File: src/rtl/riscv_pkg.sv
// Shared RV64 fetch-path constants and the fetch buffer entry layout.
package riscv_pkg;

  localparam int XLEN = 64;
  localparam int ILEN = 32;

  localparam logic [XLEN-1:0] PC_INC = 64'd4;
  localparam logic [XLEN-1:0] RESET_PC_DEFAULT = 64'h0;

  typedef struct packed {
    logic [XLEN-1:0] pc;
    logic [ILEN-1:0] inst;
  } fetch_entry_t;

endpackage

File: src/rtl/fetch_fifo.sv
// Instruction buffer: DEPTH entries of {pc, instruction}, flushable.
module fetch_fifo
  import riscv_pkg::*;
#(
  parameter int DEPTH = 4
) (
  input  logic                     clk,
  input  logic                     reset,
  input  logic                     flush,
  input  logic                     push,
  input  fetch_entry_t             push_data,
  input  logic                     pop,
  output fetch_entry_t             head,
  output logic [$clog2(DEPTH):0]   count,
  output logic                     full,
  output logic                     empty
);

  localparam int PW = $clog2(DEPTH);
  localparam int CW = PW + 1;

  fetch_entry_t   mem [DEPTH];
  logic [PW-1:0]  wr_ptr;
  logic [PW-1:0]  rd_ptr;

  assign head  = mem[rd_ptr];
  assign full  = (count == CW'(DEPTH));
  assign empty = (count == '0);

  always_ff @(posedge clk or negedge reset) begin
    if (!reset) begin
      wr_ptr <= '0;
      rd_ptr <= '0;
      count  <= '0;
    end else if (flush) begin
      wr_ptr <= '0;
      rd_ptr <= '0;
      count  <= '0;
    end else begin
      if (push) wr_ptr <= wr_ptr + PW'(1);
      if (pop)  rd_ptr <= rd_ptr + PW'(1);
      count <= count + CW'(push) - CW'(pop);
    end
  end

  always_ff @(posedge clk) begin
    if (push && !flush) mem[wr_ptr] <= push_data;
  end

endmodule

File: src/rtl/fetch_unit.sv
// Credit-based instruction fetch: issues sequential requests, buffers
// returned words with their pc, and drops stale responses after redirects.
module fetch_unit
  import riscv_pkg::*;
#(
  parameter logic [XLEN-1:0] RESET_PC = RESET_PC_DEFAULT,
  parameter int              DEPTH    = 4
) (
  input  logic            clk,
  input  logic            reset,
  input  logic            redirect,
  input  logic [XLEN-1:0] redirect_pc,
  output logic            imem_req_valid,
  input  logic            imem_req_ready,
  output logic [XLEN-1:0] imem_req_addr,
  input  logic            imem_rsp_valid,
  input  logic [ILEN-1:0] imem_rsp_data,
  output logic            inst_valid,
  input  logic            inst_ready,
  output logic [ILEN-1:0] inst_data,
  output logic [XLEN-1:0] inst_pc
);

  localparam int PW = $clog2(DEPTH);
  localparam int CW = PW + 1;

  logic [XLEN-1:0] fetch_pc;
  logic [CW-1:0]   inflight;
  logic [CW-1:0]   drop;
  logic [CW-1:0]   count;
  logic            full;
  logic            empty;

  logic [XLEN-1:0] tag_mem [DEPTH];
  logic [PW-1:0]   tag_wr;
  logic [PW-1:0]   tag_rd;

  logic            req_fire;
  logic            keep;
  logic            pop;
  fetch_entry_t    push_entry;
  fetch_entry_t    head;

  // Credits cover buffered and outstanding words so a push never overflows.
  assign imem_req_valid = reset & ~redirect & ~full
                        & ((count + inflight) < CW'(DEPTH));
  assign imem_req_addr  = fetch_pc;
  assign req_fire       = imem_req_valid & imem_req_ready;

  assign keep = imem_rsp_valid & ~redirect & (drop == '0);
  assign push_entry = '{pc: tag_mem[tag_rd], inst: imem_rsp_data};

  assign inst_valid = ~redirect & ~empty;
  assign pop        = inst_valid & inst_ready;
  assign inst_data  = head.inst;
  assign inst_pc    = head.pc;

  fetch_fifo #(
    .DEPTH (DEPTH)
  ) u_fifo (
    .clk       (clk),
    .reset     (reset),
    .flush     (redirect),
    .push      (keep),
    .push_data (push_entry),
    .pop       (pop),
    .head      (head),
    .count     (count),
    .full      (full),
    .empty     (empty)
  );

  always_ff @(posedge clk or negedge reset) begin
    if (!reset) begin
      fetch_pc <= RESET_PC;
      inflight <= '0;
      drop     <= '0;
      tag_wr   <= '0;
      tag_rd   <= '0;
    end else begin
      if (redirect)      fetch_pc <= redirect_pc;
      else if (req_fire) fetch_pc <= fetch_pc + PC_INC;

      inflight <= inflight + CW'(req_fire) - CW'(imem_rsp_valid);

      // Every word still outstanding at a redirect is stale.
      if (redirect)
        drop <= inflight - CW'(imem_rsp_valid);
      else if (imem_rsp_valid && (drop != '0))
        drop <= drop - CW'(1);

      if (req_fire)       tag_wr <= tag_wr + PW'(1);
      if (imem_rsp_valid) tag_rd <= tag_rd + PW'(1);
    end
  end

  always_ff @(posedge clk) begin
    if (req_fire) tag_mem[tag_wr] <= fetch_pc;
  end

endmodule

File: config.mk
export PLATFORM = sky130hd
export DESIGN_NAME = fetch_unit
export DESIGN_NICKNAME = d
export VERILOG_FILES = /design/src/rtl/riscv_pkg.sv /design/src/rtl/fetch_fifo.sv /design/src/rtl/fetch_unit.sv
export SDC_FILE = /design/constraint.sdc
export NUM_CORES = 1
export LEC_CHECK = 0
export CAP_MARGIN = 10
export CORE_ASPECT_RATIO = 0.75
export CORE_UTILIZATION = 49
export CTS_CLUSTER_DIAMETER = 30
export DETAILED_ROUTE_END_ITERATION = 6
export PLACE_DENSITY = 0.75
export SYNTH_ARGS = -nofsm -noshare
export SYNTH_HDL_FRONTEND = slang
export SYNTH_SLANG_ARGS = --single-unit
File: constraint.sdc
create_clock -name clk -period 4.45 [get_ports clk]
set_input_delay 0.89 -clock clk [delete_from_list [all_inputs] [get_ports clk]]
set_output_delay 0.89 -clock clk [all_outputs]
set_load 0.03 [all_outputs]
==> parameters.txt <==
Parameter                              Value

Placement
  Placer Congestion    0.821
  Sum of net half-perimeters after detailed placement    41700 um
  Number of buffer cells added on primary ports    263
  Post-DP Area    0.0321 sq mm

STA
  Achievable frequency    255 MHz
  Final setup violating endpoints    0
  Final critical-path share of the clock period    88.1%
  Smallest hold slack    0.126 ns
  Post-route minimum period    3.92 ns
  Setup total negative slack    0 ns
  Hold violation count in the final report    0
  Max-Slew Margin vs Limit    21.8%
  Clk_skew    0.0336 ns
  RSZ-0062 raised after global routing    no
  Worst Max-Slew Pin Slew    1.17 ns
  Final count of pins violating max slew    0

Die
  Effective utilization at floorplan    50.1%
  Die area    0.0586 sq mm
  Core area    0.0564 sq mm
  Boundary Pins    264
  Vertical die dimension    210 um
  Die Wd    279 um
  Placement Rows    75

Clock network
  Clk Latency, worst-skew pair    0.66 ns
  Hold-fix buffers at CTS    0
  Root buffer selected by CTS    sky130_fd_sc_hd__clkbuf_16
  Sink count of the clock tree    721
  Number of clock buffers inserted by TritonCTS    114
  Clock transition at path regs    0.06 ns
  CTS tree    done
  Buffers from clock root to sink, at most    3
  Deepest level of the CTS H-tree    3
  Count of buffers added by post-CTS timing repair for setup    0
  Cts repair resizes    0

Global route
  First-pass GRT wire length    102000 um
  Sum of overflow across all layers after global routing    0
  GRT Overall Usage    23.8%
  Pin count of the biggest net entering global routing    75
  Initial antenna violation count    1
  Number of global-route vias before repair    16200

Layout
  Number of nets in the finished design    1916
  Area growth, synth to finish    27.7%
  Fraction of layout instances using a drive strength above 1    22.1%
  Combined flip-flop and latch cell area    0.0213 sq mm
  Diode insertion count for antenna repair    0
  Total non-filler cell area in the finished layout    0.0361 sq mm
  Post-Route Utilization    63.9%
  Number of fill cells in the layout    3810
  Multi-input logic area    0.00664 sq mm

Job
  Count of max-cap constraint violations    0

Power
  Worst voltage drop across the vdd grid    0.000332 V
  Total power density per cell area    630 mW/mm^2
  Overall power    22.7 mW
  Reported leakage power    11.9 nW

Worst setup path
  Top fanout value on the critical path    35
  Required time of the critical path    3.56 ns
  Crit path arrival time    3.03 ns
  Critical path capture point type    output pin
  Worst R2R Start    imem_req_addr[36]
  End of the worst register-to-register path    imem_req_addr[55]
  Type of the worst setup path    flip-flop to output pin
  Worst reg2reg setup slack    1.35 ns
  Beginning of the critical path    u_fifo.rd_ptr[1]
  Type of element launching the critical path    flip-flop
  R2r worst-path depth    5

Drt
  Via count    15700
  Post-detailed-route count of antenna-violating nets    0
  DRC    0
  First-pass DRT Iterations    7
  Number of design-rule violations left by the first detailed-router iteration    1593
  Average wire length per cell after detail routing    25.7 um
  Ratio of routed vias to standard cells    5.89
  Routed wire length    68500 um

Yosys
  Number of distinct library cell variants in the gate-level netlist after synthesis    53
  Top cells by area in the synthesized netlist    sky130_fd_sc_hd__edfxtp_1 (68%), sky130_fd_sc_hd__mux4_2 (13%), sky130_fd_sc_hd__dfrtp_1 (7.2%)
  Post-synth design cell area    0.0282 sq mm
  Total number of yosys warnings    0
  Sequential cell area fraction in the yosys report    75.2%
  Post-Synthesis Mean Instance Area    19.5 sq um
  Gate count of the mapped netlist    1449
  Synthesized flop and latch total    721
  Net count after synthesis    1571
  Leading register cell type out of synthesis    sky130_fd_sc_hd__edfxtp_1
  Area share of the largest cell type after synthesis    68.1%
  Fraction of registers with async set/reset    11.2%
  EDFF count, synth    640
  Leading area contributor after synthesis    sky130_fd_sc_hd__edfxtp_1

Run status
  Outcome    completed

Min path
  Classification of the worst-slack hold path    input pin to asynchronous set/reset pin
[report_power, final]
group / total [mW] / leakage (nW) / internal (mW) / switching [mW]
sequential: 9.04 / 6.76 / 8.27 / 0.772
clock: 8.97 / 1.91 / 5.79 / 3.18
combinational: 4.73 / 3.24 / 2.19 / 2.53
total: 22.7 / 11.9 / 16.2 / 6.49
[how the worst max path moves through the flow]
stage / slack (ns) / endpoint / cells past startpoint
3_3_place_gp: 1.05 / u_fifo.mem[3][70] / 5
4_1_cts: 0.47 / inst_pc[58] / 3
5_1_grt: 0.38 / inst_pc[58] / 3
3_5_place_dp: 1.04 / u_fifo.mem[0][72] / 5
2_1_floorplan: 0.31 / u_fifo.mem[0][0] / 4
6_report: 0.53 / inst_pc[6] / 3
[cells by family (layout without fill, tap and decap cells)]
| family | Yosys count | in the layout | synth area share, % |
|---|---|---|---|
| xor gates and xnor gates | 17 | 17 | 0.527 |
| DFF | 721 | 721 | 75.2 |
| AOI/OAI and AO/OA | 129 | 129 | 3.21 |
| and+or+nand+nor | 284 | 284 | 5.49 |
| buffers and inverters | 107 | 554 | 1.44 |
| adders and majority gates | 20 | 20 | 0.939 |
| muxes | 171 | 171 | 13.2 |
[final cells by class]
| type | count | area share (%) |
|---|---|---|
| clock buffer | 132 | 8.30 |
| clock inverter | 86 | 2.71 |
| inverter | 39 | 0.406 |
| multi-input combinational | 621 | 18.4 |
| sequential | 721 | 59.0 |
| tap | 770 | 2.67 |
| timing repair buffer | 297 | 8.55 |
[per-layer routing]
layer	global-route usage [%]	vias to the layer above	share of wire, %
li1	-	6735	-
met1	33.3	8037	41
met2	36.0	813	46
met3	7.28	124	9.9
met4	7.65	2	2.6
met5	0	-	0.019
[registers in the layout (all words and copies together), names as in the netlist, 3 cells and up]
signal,flops
imem_req_addr,64
u_fifo.mem,384
u_fifo.count,3
drop,3
tag_mem,256
inflight,3
[Yosys cell counts (5+ instances only)]
master,number
sky130_fd_sc_hd__a21o_1,9
sky130_fd_sc_hd__a21oi_1,18
sky130_fd_sc_hd__a221o_1,15
sky130_fd_sc_hd__a22oi_1,8
sky130_fd_sc_hd__and2_1,11
sky130_fd_sc_hd__and3_1,9
sky130_fd_sc_hd__buf_1,23
sky130_fd_sc_hd__clkbuf_1,41
sky130_fd_sc_hd__dfrtp_1,81
sky130_fd_sc_hd__edfxtp_1,640
sky130_fd_sc_hd__ha_1,18
sky130_fd_sc_hd__inv_1,39
sky130_fd_sc_hd__mux2i_1,7
sky130_fd_sc_hd__mux4_2,160
sky130_fd_sc_hd__nand2_1,66
sky130_fd_sc_hd__nand3_1,43
sky130_fd_sc_hd__nand4_1,34
sky130_fd_sc_hd__nor2_1,31
sky130_fd_sc_hd__nor2b_1,5
sky130_fd_sc_hd__nor3_1,18
sky130_fd_sc_hd__nor4_1,19
sky130_fd_sc_hd__o211ai_1,18
sky130_fd_sc_hd__o21ai_0,30
sky130_fd_sc_hd__o31a_1,9
sky130_fd_sc_hd__or3_1,8
sky130_fd_sc_hd__or4_1,16
sky130_fd_sc_hd__xnor2_1,9
sky130_fd_sc_hd__xor2_1,8
[cell usage in the layout, fill, tap and decap left out, types with 5 or more instances in the layout]
cell type and n:
sky130_fd_sc_hd__nor3_1 18, sky130_fd_sc_hd__clkbuf_1 13, sky130_fd_sc_hd__a221o_1 15, sky130_fd_sc_hd__inv_6 14
sky130_fd_sc_hd__inv_1 38, sky130_fd_sc_hd__dfrtp_1 77, sky130_fd_sc_hd__nand3_1 43, sky130_fd_sc_hd__and3_1 5
sky130_fd_sc_hd__clkinvlp_4 15, sky130_fd_sc_hd__clkinv_2 17, sky130_fd_sc_hd__bufinv_16 16, sky130_fd_sc_hd__edfxtp_1 640
sky130_fd_sc_hd__o21ai_0 29, sky130_fd_sc_hd__ha_1 18, sky130_fd_sc_hd__xor2_1 8, sky130_fd_sc_hd__or4_1 16
sky130_fd_sc_hd__nor2b_1 5, sky130_fd_sc_hd__buf_4 20, sky130_fd_sc_hd__clkinv_1 11, sky130_fd_sc_hd__nand2_1 66
sky130_fd_sc_hd__and2_1 7, sky130_fd_sc_hd__mux4_2 160, sky130_fd_sc_hd__a22oi_1 8, sky130_fd_sc_hd__o211ai_1 18
sky130_fd_sc_hd__nand4_1 34, sky130_fd_sc_hd__nor4_1 18, sky130_fd_sc_hd__nor2_1 30, sky130_fd_sc_hd__clkinv_4 10
sky130_fd_sc_hd__clkdlybuf4s50_1 261, sky130_fd_sc_hd__or3_1 8, sky130_fd_sc_hd__o31a_1 9, sky130_fd_sc_hd__a21oi_1 17
sky130_fd_sc_hd__buf_12 16, sky130_fd_sc_hd__clkbuf_16 116, sky130_fd_sc_hd__xnor2_1 9, sky130_fd_sc_hd__mux2i_1 7
sky130_fd_sc_hd__a21o_1 9
[per-stage QoR]
step	worst slack, ns	cells
after global placement	1.05	2448
after global routing	0.378	2666
after detailed placement	1.04	2448
after CTS	0.472	2666
after floorplan	0.309	1449
final	0.532	2666
[critical path, cell delays in order (launching register included)]
cell and delay, ns:
sky130_fd_sc_hd__dfrtp_4 0.86, sky130_fd_sc_hd__buf_4 0.48, sky130_fd_sc_hd__mux4_2 0.39, sky130_fd_sc_hd__clkdlybuf4s50_1 0.63
Power figures use the tool's default switching activity.
